--- config.mk ---
export PLATFORM = sky130hd
export DESIGN_NAME = vrms_meter_win
export DESIGN_NICKNAME = d
export VERILOG_FILES = /design/src/rtl/vrms_meter_win.sv
export SDC_FILE = /design/constraint.sdc
export NUM_CORES = 1
export LEC_CHECK = 0
export CORE_MARGIN = 2
export CORE_UTILIZATION = 55
export DETAILED_ROUTE_END_ITERATION = 8
export GPL_TIMING_DRIVEN = 0
export PLACE_DENSITY = 0.82
export SLEW_MARGIN = 15
export SYNTH_ARGS = -nofsm -noshare
export SYNTH_HDL_FRONTEND = slang
export SYNTH_SLANG_ARGS = --single-unit
--- constraint.sdc ---
create_clock -name clk_fs -period 9.3 [get_ports clk_fs]
set_clock_uncertainty 0.15 [all_clocks]
set_input_delay 1.86 -clock clk_fs [delete_from_list [all_inputs] [get_ports clk_fs]]
set_output_delay 1.86 -clock clk_fs [all_outputs]
set_load 0.03 [all_outputs]
--- src/rtl/vrms_meter_win.sv ---
// vrms_meter_win: windowed true-RMS meter -- square, 2^k-sample mean by shift, bit-serial sqrt.
// Define VRMS_DC_BLOCK_EN to remove the window mean and report it on v_dc (AC RMS on v_rms).
module vrms_meter_win #(
  parameter int DATA_W       = 12,
  parameter int WIN_LOG2_MIN = 5,
  parameter int WIN_LOG2_MAX = 12
) (
  input  logic              clk_fs,
  input  logic              rst,
  input  logic              data_valid,
  input  logic [DATA_W-1:0] data_s,
  input  logic [3:0]        win_sel,
  input  logic              irq_clr,
  output logic [DATA_W-1:0] v_rms,
  output logic [DATA_W-1:0] v_dc,
  output logic              rms_valid,
  output logic              busy,
  output logic              irq
);
  localparam int SQ_W  = 2*DATA_W-1;
  localparam int ACC_W = SQ_W + WIN_LOG2_MAX;
  localparam int CNT_W = WIN_LOG2_MAX;
  localparam int R_W   = DATA_W + 4;
  localparam int BC_W  = $clog2(DATA_W);

  typedef enum logic [1:0] {IDLE, CALC, DONE} state_t;

  function automatic logic [3:0] clamp_k(input logic [3:0] sel);
    if (int'(sel) < WIN_LOG2_MIN) return 4'(WIN_LOG2_MIN);
    if (int'(sel) > WIN_LOG2_MAX) return 4'(WIN_LOG2_MAX);
    return sel;
  endfunction

  function automatic logic [CNT_W-1:0] win_mask(input logic [3:0] k);
    return ~({CNT_W{1'b1}} << k);
  endfunction

  // One non-restoring sqrt step: the remainder sign picks subtract (4q+1) or add (4q+3).
  function automatic logic signed [R_W-1:0] nr_step(input logic signed [R_W-1:0] rem,
                                                     input logic [DATA_W-1:0] root,
                                                     input logic [1:0] pair);
    logic signed [R_W-1:0] sh;
    logic signed [R_W-1:0] t;
    sh = (rem <<< 2) | R_W'(pair);
    if (rem[R_W-1]) begin
      t = R_W'({root, 2'b11});
      return sh + t;
    end
    t = R_W'({root, 2'b01});
    return sh - t;
  endfunction

  // Stage 1: square the sample, capture its window exponent
  logic signed [DATA_W-1:0]   x_s;
  logic signed [2*DATA_W-1:0] x_ext;
  logic        [2*DATA_W-1:0] sq_p1;
  logic        [3:0]          k_p1;
  logic                       vld_p1;

  assign x_s   = data_s;
  assign x_ext = x_s;

  always_ff @(posedge clk_fs) begin
    if (rst) vld_p1 <= 1'b0;
    else     vld_p1 <= data_valid;
  end

  always_ff @(posedge clk_fs) begin
    if (data_valid) begin
      sq_p1 <= x_ext * x_ext;
      k_p1  <= clamp_k(win_sel);
    end
  end

  // Stage 2: accumulate, close the window on its last sample
  logic [ACC_W-1:0] acc_q, acc_sum;
  logic [CNT_W-1:0] cnt_q;
  logic [3:0]       k_cur_q, k_use;
  logic             win_end;
  logic [SQ_W-1:0]  mean;

  assign k_use   = (cnt_q == '0) ? k_p1 : k_cur_q;
  assign acc_sum = acc_q + ACC_W'(sq_p1);
  assign win_end = vld_p1 && (cnt_q == win_mask(k_use));
  assign mean    = SQ_W'(acc_sum >> k_use);

  always_ff @(posedge clk_fs) begin
    if (rst) begin
      acc_q   <= '0;
      cnt_q   <= '0;
      k_cur_q <= 4'(WIN_LOG2_MIN);
    end else if (vld_p1) begin
      k_cur_q <= k_use;
      if (win_end) begin
        acc_q <= '0;
        cnt_q <= '0;
      end else begin
        acc_q <= acc_sum;
        cnt_q <= cnt_q + 1'b1;
      end
    end
  end

  logic                sqrt_go;
  logic [SQ_W-1:0]     sqrt_din;
  logic [DATA_W-1:0]   sqrt_dc;

`ifdef VRMS_DC_BLOCK_EN
  localparam int SX_W = DATA_W + WIN_LOG2_MAX;

  function automatic logic [SQ_W-1:0] sat_zero(input logic signed [2*DATA_W:0] v);
    if (v < 0) return '0;
    return SQ_W'(v);
  endfunction

  logic signed [DATA_W-1:0]   x_p1;
  logic signed [SX_W-1:0]     sx_q, sx_sum;
  logic signed [DATA_W-1:0]   dc_win, dc_p2;
  logic        [SQ_W-1:0]     mean_p2;
  logic                       vld_p2;
  logic signed [2*DATA_W-1:0] dc_ext;
  logic signed [2*DATA_W:0]   var_s;

  always_ff @(posedge clk_fs) begin
    if (data_valid) x_p1 <= x_s;
  end

  assign sx_sum = sx_q + SX_W'(x_p1);
  assign dc_win = DATA_W'(sx_sum >>> k_use);

  always_ff @(posedge clk_fs) begin
    if (rst)         sx_q <= '0;
    else if (vld_p1) sx_q <= win_end ? '0 : sx_sum;
  end

  // Stage 3: variance = mean of squares minus squared mean
  always_ff @(posedge clk_fs) begin
    if (rst) vld_p2 <= 1'b0;
    else     vld_p2 <= win_end;
  end

  always_ff @(posedge clk_fs) begin
    if (win_end) begin
      mean_p2 <= mean;
      dc_p2   <= dc_win;
    end
  end

  assign dc_ext   = dc_p2;
  assign var_s    = $signed({2'b00, mean_p2}) - $signed({1'b0, dc_ext * dc_ext});
  assign sqrt_go  = vld_p2;
  assign sqrt_din = sat_zero(var_s);
  assign sqrt_dc  = dc_p2;
`else
  assign sqrt_go  = win_end;
  assign sqrt_din = mean;
  assign sqrt_dc  = '0;
`endif

  // Square-root FSM: one result bit per CALC cycle
  state_t                state_q, state_d;
  logic [BC_W-1:0]       bit_q;
  logic signed [R_W-1:0] rem_q, rem_nx;
  logic [DATA_W-1:0]     root_q, dc_run_q;
  logic [2*DATA_W-1:0]   rad_q;

  always_ff @(posedge clk_fs) begin
    if (rst) state_q <= IDLE;
    else     state_q <= state_d;
  end

  always_comb begin
    state_d = state_q;
    case (state_q)
      IDLE:    if (sqrt_go) state_d = CALC;
      CALC:    if (bit_q == BC_W'(DATA_W-1)) state_d = DONE;
      DONE:    state_d = IDLE;
      default: state_d = IDLE;
    endcase
  end

  assign rem_nx = nr_step(rem_q, root_q, rad_q[2*DATA_W-1 -: 2]);

  always_ff @(posedge clk_fs) begin
    if (state_q == IDLE && sqrt_go) begin
      rad_q    <= {1'b0, sqrt_din};
      rem_q    <= '0;
      root_q   <= '0;
      bit_q    <= '0;
      dc_run_q <= sqrt_dc;
    end else if (state_q == CALC) begin
      rem_q  <= rem_nx;
      root_q <= {root_q[DATA_W-2:0], ~rem_nx[R_W-1]};
      rad_q  <= rad_q << 2;
      bit_q  <= bit_q + 1'b1;
    end
  end

  // Result registers and interrupt; a set in the pulse cycle beats irq_clr
  logic              rms_valid_q, irq_q;
  logic [DATA_W-1:0] v_rms_q, v_dc_q;

  always_ff @(posedge clk_fs) begin
    if (rst) begin
      rms_valid_q <= 1'b0;
      irq_q       <= 1'b0;
      v_rms_q     <= '0;
      v_dc_q      <= '0;
    end else begin
      rms_valid_q <= (state_q == DONE);
      if (state_q == DONE) begin
        v_rms_q <= root_q;
        v_dc_q  <= dc_run_q;
      end
      if (rms_valid_q)  irq_q <= 1'b1;
      else if (irq_clr) irq_q <= 1'b0;
    end
  end

  assign v_rms     = v_rms_q;
  assign v_dc      = v_dc_q;
  assign rms_valid = rms_valid_q;
  assign busy      = (state_q != IDLE);
  assign irq       = irq_q | rms_valid_q;
endmodule

Word-level counts from Yosys, hierarchy flattened:

Cells that the tools add are included.

* flip-flop bits (word level): 152
* bits of input ports: 20
* output and inout bits: 27
* logic and storage cells: 65

* add/subtract/negate cells: 5
* $mul: 1
* $lt $le $gt $ge: 2
* equality and inequality tests: 6
* shift operators: 2
* muxes and demuxes: 22
* bitwise logic cells: 4
* reductions and logical operators: 8

Operator list (count)
* 2-to-1 mux 23 bit: 2
* adder 35 x 24 -> 35 bit: 1
* 2-to-1 mux 35 bit: 1
* >> shifter 35 x 4 -> 23 bit: 1
* 2-to-1 mux 16 bit: 2
* multiplier 12 x 12 -> 24 bit: 1
* 2-to-1 mux 4 bit: 5
* adder 16 x 15 -> 16 bit: 1
* OR 16 x 2 -> 16 bit: 1
* subtractor 16 x 15 -> 16 bit: 1
* adder 12 x 1 -> 12 bit, second input constant: 1
* == test 12 bit: 1
* zero test 12 bit: 1
* 2-to-1 mux 12 bit: 1
* NOT 12 bit: 1
* << shifter 12 x 4 -> 12 bit, first input constant: 1
* 2-to-1 mux 1 bit: 8
* nonzero test 2 bit: 3
* adder 4 x 1 -> 4 bit, second input constant: 1
* == test 4 bit, second input constant: 1
* greater-than comparator 4 bit, second input constant: 1
* < comparator 4 x 3 -> 1 bit, second input constant: 1
* 2-to-1 mux 2 bit: 2
* != test 2 bit, second input constant: 2
* other kinds (8): 9

Longest topological paths before layout:

* word-level depth: 8
* depth in mapped cells: 24
* mapped depth without buffers: 23

Worst setup path before layout:

OpenSTA, ideal clock, no wires.

* kind: input -> register
* from: input port data_s[11]
* to: register sq_p1[22], data pin
* setup time: 266 ps
* arrival: 7063 ps
* required time: 8884 ps
* slack: 1821 ps
* stages on the path: 20
* path buffers: 1
* cells stage by stage: inv_1 clkbuf_1 nor2_1 fa_1 inv_1 fa_1 inv_1 fa_1 fa_1 inv_1 fa_1 inv_1 ha_1 or3_1 o211ai_1 o21ai_0 o41a_1 a41o_1 o41ai_1 xnor2_1

* word-level cells in the longest chain between the ends: 1

RTL lines
* from (decl): line 11 `input logic [DATA_W-1:0] data_s,`
* multiplier 12 x 12 -> 24 bit: line 70 `sq_p1 <= x_ext * x_ext;`
* to (signal assigned): line 70
* to (decl): line 56 `logic [2*DATA_W-1:0] sq_p1;`

Every way passes these cells.
A chain may end at the register's enable or synchronous reset.

Worst setup path in the final report:

Ends and elaborated chain as after synthesis.

==> results.md <==
- Wl on met1: roughly 17000 µm
- FP Rows: 60
- CTS tree: yes
- Fmax achieved: 122 MHz
- Die X: about 170 µm
- Post-synth EDFFs: 50
- Total length of routed met2 wires: roughly 20000 µm
- CP max stage cell: fa_1
- Hold depth: 2
- Max Transition Viols Final: 0
- Top cells by area, synth: fa_1 16%, dfxtp_1 13%, edfxtp_1 9.9%
- Detailed-placement wirelength estimate: 32200 µm
- Yosys Warn Count: 0
- Crit path depth: 21
- FILL cells: approximately 2300
- Layout cells sized above 1: 5.12%
- Critical path class: in -> reg
- Initial antenna violation count: 0
- Die height: 170 µm
- Global-route wire length before repair: around 66000 µm
- PwrDens: just under 300 nW/µm²
- Status: finished clean
- Worst R2R Setup Slack: 3.30 ns
- Worst Path Arrival: between 8 and 9 ns
- Drt first-iter violations: roughly 1400
- Distinct cell type count after synthesis: 86
- Hold Path Origin: rad_q[21]$_DFFE_PP_
- Routed Antenna Nets: 0
- Critical Path, Cell by Cell: clkdlybuf4s50_1 -> inv_1 -> clkbuf_1 -> nor2_1 -> fa_1 -> inv_1 -> fa_1 -> inv_1 -> fa_1 -> fa_1 -> inv_1 -> fa_1 -> inv_1 -> ha_1 -> or3_1 -> o211ai_1 -> o21ai_0 -> o41a_1 -> a41o_1 -> o41ai_1 -> xnor2_1
- Diode count: 0
- Async SR Flop Fraction: 0%
- CP peak stage delay: approximately 0.56 ns
- Io pins: 47
- Static Leak: roughly 7.2 nW
- Post-synth top area share: approximately 16%
- Yosys reg bits: 150
- Total CTS buffers: 17
- Port Buffers: 33
- Initial Util: a little under three fifths
- Crit path max fanout: 10
- GR Overflow Total: 0
- Pin count of the biggest net entering global routing: 29
- GP Congestion: 0.990
- CP startpoint: data_s[11]
- Clock buffer depth: 2
- Nature of the critical path endpoint: register
- Vias in the first global route: 13500
- Hold/Removal Path Class: reg -> reg
- Post-CTS setup buffers: 0
- Startpoint Class: input pin
- Slew @ Worst Pin: 1.09 ns
- Cell count after synthesis: around 1800
- Vias per cell: ~6.0
- WHS Endpoint: rad_q[23]$_SDFFE_PP0P_
- Post-cts resize count: 0
- Post-layout min period: a little over 8 ns
- Reg2Reg Depth: 12
- Worst EP required: 9.33 ns
- Area leader, netlist: fa_1
- Worst IR drop on VDD: approximately 0.00017 V
- R2r endpoint: rad_q[7]$_DFFE_PP_
- Delay-heaviest family, CP: adder cells
- Drt pass-1 iters: 6
- Final setup margin: 1.10 ns
- Unrepaired setup endpoints after global routing: no
- Synthesized area: about 15000 µm²
- TNS Setup: 0 ns
- Final period utilization: around nine tenths
- Fin Hold WS: roughly 0.3 ns
- Worst r2r src: cnt_q[0]$_SDFFE_PP0P_
- Wire per inst: between 15 and 20 µm
- Gr usage total: about 29%
- WL met3: between 2000 and 3000 µm
- Post-layout util: between 60% and 70%
- Commonest non-fill, non-tap cell in the layout: inv_1
- Commonest cells after routing, fill and taps aside: 224 x inv_1, 187 x nand2_1, 125 x fa_1, 123 x nor2_1, 105 x a21oi_1
- Post-Syn Area per Cell: between 8 and 9 µm²
- Worst slack, placed: just under 0.7 ns
- # Max-Cap Violations: 0
- Sequential share of the synthesized area: between 20% and 30%
- Via count: roughly 14000
- Core Region: about 27000 µm²
- Clk Latency, worst-skew pair: 0.44 ns
- Final Hold Fails: 0
- Die Area: between 20000 and 30000 µm²
- Final-report setup violation count: 0
- Clk pin slew, worst setup/hold paths: 0.07 ns
- Bufs and invs on worst path: 7
- Top sig layer: met4
- Synth-to-Final Area Change: 9.30%
- Layout net count: approximately 2100
- DRC Markers: 0
- H-tree depth: 4
- CTS Root Cell: clkbuf_16
- CTS sink cnt: 150
- Total power: 0.00480 W
- Hold_buf cts: 0
- Max-Slew Margin vs Limit: approximately a quarter
- Most used DFF post-synth: dfxtp_1
- Routed wire length: just over 40000 µm
report_power, final:
group / leakage, nW / internal (W) / switching [W] / total, W
registers: 1.28 / 0.000871 / 0.0000353 / 0.000906
clock network: 0.284 / 0.000396 / 0.000301 / 0.000697
logic: 5.66 / 0.00129 / 0.00190 / 0.00319
cells by family (layout without fill, tap and decap cells):
logic type	Yosys count	after routing	synth area share, %
other	1	12	0.0246
adder cells (fa/ha/maj)	221	221	24.3
AO/OA/AOI/OAI	411	411	17.8
flip-flops	150	150	23.0
buffers and inverters	332	397	8.74
multiplexers	36	36	2.50
XOR/XNOR	83	83	4.77
AND/OR/NAND/NOR	585	585	18.8
how the worst max path moves through the flow:
stage                          endpoint  slack (ns)
finish              sq_p1[22]$_DFFE_PP_        1.10
global route        sq_p1[22]$_DFFE_PP_        0.78
CTS                 sq_p1[22]$_DFFE_PP_        1.16
detailed placement  sq_p1[22]$_DFFE_PP_        0.69
global placement    sq_p1[22]$_DFFE_PP_        0.80
floorplan           sq_p1[22]$_DFFE_PP_        1.82
synth_stat cells (all sizes together), types with 17 or more instances:
master	n
a21oi	105
and2	49
mux2i	29
or3	17
dfxtp	100
clkbuf	70
ha	96
nand2	188
nor3	25
buf	38
a31oi	17
nor2	124
o211ai	27
fa	125
o21ai	90
xor2	26
a211oi	24
a21o	18
nand3	63
nand2b	41
xnor2	57
inv	224
edfxtp	50
routing by layer:
layer  vias to the layer above  GRT usage [%]
li1                       6347              -
met1                      6451           35.4
met2                       586           50.0
met3                       128           3.91
met4                         0           12.2
met5                         -              0
per-stage QoR:
stage / instance area, µm² / std cells
floorplan: 15300 / 1830
global placement: 16100 / 2235
detailed placement: 16100 / 2235
CTS: 16600 / 2267
global route: 16600 / 2267
finish: 16600 / 2267
state kept, by name, summed over array words and instances (netlist names), 2 cells and up:
| register | flops |
|---|---|
| acc_q | 35 |
| rad_q | 24 |
| sq_p1 | 23 |
| rem_q | 15 |
| cnt_q | 12 |
| root_q | 12 |
| v_rms | 12 |
| bit_q | 4 |
| k_cur_q | 4 |
| k_p1 | 4 |
| state_q | 2 |
final cells by class:
class	instances	area [µm²]	area share (%)
Tap cell	372	465	2.80
Sequential cell	150	3500	21.1
Clock inverter	11	113	0.677
Clock buffer	21	472	2.83
Inverter	224	841	5.05
Timing Repair Buffer	33	325	1.95
Buffer	108	489	2.94
Multi-Input combinational cell	1348	10400	62.7
worst reg2reg max path: stages, from the launching register on:
cell and delay, ns:
dfxtp_1 0.39, inv_1 0.17, ha_1 0.20, nor4b_2 0.61, nand3_1 0.34, mux2i_1 0.74
a221oi_1 0.25, a2111oi_0 0.49, nand4b_1 0.51, or3_1 0.47, buf_2 0.20, buf_1 0.30
nand2_1 0.80
(Power assumes the default switching activity.)
